--- config.mk ---
export PLATFORM = sky130hd
export DESIGN_NAME = synapse_current_accum
export DESIGN_NICKNAME = d
export VERILOG_FILES = /design/src/rtl/synapse_current_accum.sv
export SDC_FILE = /design/constraint.sdc
export NUM_CORES = 1
export LEC_CHECK = 0
export ABC_CLOCK_PERIOD_IN_PS = 4900
export CORE_MARGIN = 2
export CORE_UTILIZATION = 55
export CTS_CLUSTER_SIZE = 14
export DETAILED_ROUTE_END_ITERATION = 12
export HOLD_SLACK_MARGIN = 0.15
export PLACE_DENSITY = 0.76
export SLEW_MARGIN = 15
export SYNTH_ARGS = -nofsm -noshare
export SYNTH_HDL_FRONTEND = slang
export SYNTH_SLANG_ARGS = --single-unit
--- constraint.sdc ---
create_clock -name clk -period 4.9 [get_ports clk]
set_input_delay 0.98 -clock clk [delete_from_list [all_inputs] [get_ports clk]]
set_output_delay 0.98 -clock clk [all_outputs]
set_load 0.01 [all_outputs]
--- src/rtl/synapse_current_accum.sv ---
// Presynaptic current accumulator: once per timestep, decays the synaptic current,
// then serially adds signed weights of spiking inputs, saturating to [0, CUR_MAX].
//
// state   | meaning
// IDLE    | waiting for step_start; latches spike_in on accept
// DECAY   | acc <= acc - (acc >> DECAY_SHIFT), idx cleared
// SCAN    | one input per cycle, idx 0..N_INPUTS-1, adds weight when spiking
// DONE    | publishes acc to current_out; strobe follows next cycle
module synapse_current_accum #(
  parameter int          N_INPUTS    = 16,
  parameter int          WEIGHT_W    = 8,
  parameter logic [15:0] CUR_MAX     = 16'd1000,
  parameter int          DECAY_SHIFT = 2
) (
  input  logic                        clk,
  input  logic                        rst_n,
  input  logic                        step_start,
  input  logic [N_INPUTS-1:0]         spike_in,
  input  logic                        w_we,
  input  logic [$clog2(N_INPUTS)-1:0] w_addr,
  input  logic [WEIGHT_W-1:0]         w_data,
  output logic [15:0]                 current_out,
  output logic                        current_valid,
  output logic                        busy
);

  localparam int IDX_W = $clog2(N_INPUTS);
  localparam int SUM_W = (WEIGHT_W + 2 > 18) ? WEIGHT_W + 2 : 18;
  localparam logic [IDX_W-1:0] IDX_LAST = IDX_W'(N_INPUTS - 1);

  typedef enum logic [1:0] {S_IDLE, S_DECAY, S_SCAN, S_DONE} state_t;

  state_t              state_q, state_d;
  logic [15:0]         acc_q, acc_d;
  logic [IDX_W-1:0]    idx_q, idx_d;
  logic [N_INPUTS-1:0] spk_q, spk_d;
  logic [15:0]         cur_q, cur_d;
  logic                valid_q, valid_d;
  logic [WEIGHT_W-1:0] weight_q [N_INPUTS];
  logic [WEIGHT_W-1:0] weight_d [N_INPUTS];

  logic [WEIGHT_W-1:0]    w_sel;
  logic signed [SUM_W-1:0] sum_s;
  logic signed [SUM_W-1:0] max_s;
  logic [15:0]            sat_sum;

  // Wide signed sum so a negative weight on a small acc, or a large weight near
  // the ceiling, never wraps before the clamp.
  always_comb begin
    w_sel   = weight_q[idx_q];
    sum_s   = $signed({{(SUM_W-16){1'b0}}, acc_q})
            + $signed({{(SUM_W-WEIGHT_W){w_sel[WEIGHT_W-1]}}, w_sel});
    max_s   = $signed({{(SUM_W-16){1'b0}}, CUR_MAX});
    sat_sum = sum_s[15:0];
    if (sum_s < 0)
      sat_sum = '0;
    else if (sum_s > max_s)
      sat_sum = CUR_MAX;
  end

  always_comb begin
    state_d  = state_q;
    acc_d    = acc_q;
    idx_d    = idx_q;
    spk_d    = spk_q;
    cur_d    = cur_q;
    valid_d  = 1'b0;
    weight_d = weight_q;

    // The scan reads weight_q, so a write to the scanned index lands after the read.
    if (w_we && (int'(w_addr) < N_INPUTS))
      weight_d[w_addr] = w_data;

    case (state_q)
      S_IDLE: begin
        if (step_start) begin
          spk_d   = spike_in;
          state_d = S_DECAY;
        end
      end
      S_DECAY: begin
        acc_d   = acc_q - (acc_q >> DECAY_SHIFT);
        idx_d   = '0;
        state_d = S_SCAN;
      end
      S_SCAN: begin
        if (spk_q[idx_q])
          acc_d = sat_sum;
        if (idx_q == IDX_LAST)
          state_d = S_DONE;
        else
          idx_d = idx_q + IDX_W'(1);
      end
      S_DONE: begin
        cur_d   = acc_q;
        valid_d = 1'b1;
        state_d = S_IDLE;
      end
      default: state_d = S_IDLE;
    endcase
  end

  always_ff @(posedge clk or negedge rst_n) begin
    if (!rst_n) begin
      state_q  <= S_IDLE;
      acc_q    <= '0;
      idx_q    <= '0;
      spk_q    <= '0;
      cur_q    <= '0;
      valid_q  <= 1'b0;
      weight_q <= '{default: '0};
    end else begin
      state_q  <= state_d;
      acc_q    <= acc_d;
      idx_q    <= idx_d;
      spk_q    <= spk_d;
      cur_q    <= cur_d;
      valid_q  <= valid_d;
      weight_q <= weight_d;
    end
  end

  assign current_out   = cur_q;
  assign current_valid = valid_q;
  assign busy          = (state_q != S_IDLE);

endmodule

==> impl_metrics.csv <==
group,metric,value,unit
detailed_routing,num_vias,6834,
worst_setup_path,r2r_slack,0.22,ns
grt,grt_pass1_vias,7146,
floorplan,die_area,19100,sq um
yosys,synth_edf_count,0,
yosys,synth_area_leaders,"dfrtp_1 (46%), mux2_2 (19%), mux4_2 (5.2%), ha_1 (4.7%), mux2i_1 (2.7%)",
timing,max_freq,213.7,MHz
place,dp_hpwl,15900,um
pwr,ir_worst_vdd,0.4248,mV
place,postPlaceCellArea,10660,sq um
yosys,syn_nets,880,
worst_setup_path,cp-end-kind,"flop",
cells_and_area,finalInstanceArea,11260,sq um
worst_setup_path,reg2reg_from,"idx_q[0]",
hold_path,min_path_type,"reg -> reg",
detailed_routing,drt_iter0_markers,396,
yosys,synth_warnings,0,
cells_and_area,seq_area,4586,sq um
grt,grt_pass1_wl,36740,um
grt,grt_max_degree,98,
timing,setup-tns-final,0,ns
worst_setup_path,cp.arrival,5.02,ns
timing,post-route-period-util,95.51,%
yosys,avgSynthCellArea,12.24,sq um
worst_setup_path,reg2reg_depth,16,
floorplan,start_util,55.52,%
timing,fin_worst_skew,0.01067,ns
yosys,synthFlopType,"dfrtp_1",
worst_setup_path,crit_required,5.24,ns
yosys,synth-seq-cells,183,
timing,slew_violations,0,
grt,antenna_found_initial,0,
cells_and_area,nFillCells,1308,
worst_setup_path,cp_max_fo,7,
clock_tree,clock_latency,0.43,ns
yosys,synth.largest_area_cell,"dfrtp_1",
yosys,yosysMostFrequentCell,"dfrtp_1",
cells_and_area,stdcell_count,1097,
clock_tree,h-tree-depth,4,
flow_run,maxCapViolations,0,
place,globalplace.congestion,0.8290,
worst_setup_path,rr_endpoint,"acc_q[1]",
outcome,outcome,"finished clean",
cells_and_area,drive_above_1_share,30.53,%
detailed_routing,drc_errors,0,
cells_and_area,nets,927,
timing,tightestPinTransition,1.071,ns
pwr,power_density,686.9,nW/um^2
worst_setup_path,worst-setup-path-type,"reg -> reg",
detailed_routing,routed_wl,22480,um
hold_path,hold_end,"spk_q[14]",
clock_tree,cts_tree,"yes",
place,portBuffers,49,
yosys,yosysSeqAreaShare,46.23,%
yosys,synth_area,9906,sq um
detailed_routing,wl_per_cell,20.50,um
clock_tree,cts_buffers,17,
yosys,synth_common_cells,"dfrtp_1 (183), mux2_2 (166), ha_1 (37), nand2_1 (32), clkbuf_1 (30)",
hold_path,hold_start,"spk_q[14]",
timing,finalHoldViolations,0,
clock_tree,clk_transition_reported_paths,0.07,ns
grt,grt_overflow,0,
pwr,power,7.734,mW
floorplan,die_h,138.2,um
cells_and_area,area_delta_synth_final,13.67,%
timing,fin_crit,4.680,ns
floorplan,die_x,138.2,um
floorplan,core_region_area,17840,sq um
clock_tree,cts_buffer_depth,2,
detailed_routing,ant_nets,0,
floorplan,placementRows,49,
timing,finalSetupViolCount,0,
yosys,synth_cell_types,71,
place,place_inst,1059,
clock_tree,cts_num_sinks,183,
grt,grt.total_usage,23.95,%
detailed_routing,first_pass_iters,5,
worst_setup_path,crit_path_start_kind,"flop",
timing,slew_headroom,28.37,%
cells_and_area,multiInputGateArea,5072,sq um
detailed_routing,viasPerCell,6.230,
pwr,leakagePower,4.808,nW
yosys,synth_top_area_share,46.23,%
hold_path,worstHoldPathCells,1,
cells_and_area,antenna_cells,0,
yosys,syn_inst,809,
floorplan,io_pins,50,
clock_tree,clockRootBuffer,"clkbuf_16",
yosys,synth-async-reset-ratio,100.0,%
[area by class of cell]
cell class / count / share of cell area (%)
Clock buffer: 22 / 4.123
Clock inverter: 9 / 0.6223
Inverter: 25 / 0.8334
Multi-Input combinational cell: 559 / 45.05
Sequential cell: 183 / 40.73
Tap cell: 229 / 2.545
Timing Repair Buffer: 70 / 6.101
[worst max path at each step]
stage	from	endpoint	slack [ns]	cells after the start
2_1_floorplan	idx_q[0]	acc_q[4]	0.09	17
3_3_place_gp	idx_q[0]	acc_q[1]	0.29	16
3_5_place_dp	idx_q[0]	acc_q[1]	0.1	14
4_1_cts	idx_q[0]	acc_q[1]	0.09	14
5_1_grt	idx_q[0]	acc_q[1]	-0.05	16
6_report	idx_q[0]	acc_q[1]	0.22	16
[power breakdown]
part | total, mW | switching (mW) | internal, mW
sequential | 2.33 | 0.345 | 1.98
combinational | 4.15 | 2.16 | 2.00
clock | 1.25 | 0.575 | 0.677
[registers in the layout, indices dropped and copies added (netlist names)]
register / cells
current_out: 16
weight_q: 128
current_valid: 1
state_q: 2
spk_q: 16
idx_q: 4
acc_q: 16
[worst max-delay path, stage by stage, from the launching register on]
cell and delay [ns]:
dfrtp_4 0.50, buf_4 0.17, buf_4 0.13, mux4_2 0.31, mux2i_1 0.06, mux2i_1 0.55, buf_4 0.28, ha_1 0.29
a21oi_1 0.16, o21ai_0 0.12, a31o_2 0.25, nor4_1 0.33, o22ai_1 0.16, or4_4 0.59, buf_4 0.18, nor4b_1 0.27
a2bb2oi_1 0.24
[cell families after synthesis]
group | share of synthesized area, %
simple gates | 7.730
compound gates | 9.991
flops | 46.23
xor+xnor | 1.415
fa+ha+maj | 5.078
buf+inv | 2.615
mux | 26.94
[timing repair]
action / CTS / global route
setup buffers: 0 / 7
gates resized for setup: 0 / 5
hold buffers: 0 / 0
endpoints found under the setup margin: 0 / 9
[layer usage]
layer	share of wire, %	vias up	track usage [%]	routed length [um]
met4	2.1	0	7.734	475
met2	51	166	41.40	11520
li1	-	3110	-	-
met5	0	-	0	0
met3	4.2	45	4.607	936
met1	42	3513	30.61	9548
[cells in the final DEF, fill, tap and decap left out, drive strengths merged, types with 6 or more instances in the layout]
cell type        n
mux2           167
clkbuf          22
nand2b           8
o21ai           32
or2              6
mux4            23
inv             27
o31ai            8
buf             22
and2             6
xnor2           11
a221oi           7
dfrtp          183
a21oi           27
nand3           11
a21o             8
mux2i           27
or3              9
clkdlybuf4s50   48
nor2            28
nor2b           10
nor3            13
a31oi            7
nand2           32
ha              37
a22oi            7
[stage by stage]
step	setup slack, ns	util (%)	hold WS (ns)
floorplan	0.09045	-	0.4739
global placement	0.2913	59.77	0.4823
detailed placement	0.09786	59.77	0.4894
CTS	0.08864	62.76	0.5043
global route	-0.05291	63.11	0.5150
finish	0.2202	63.11	0.5022
(Power assumes the default switching activity.)
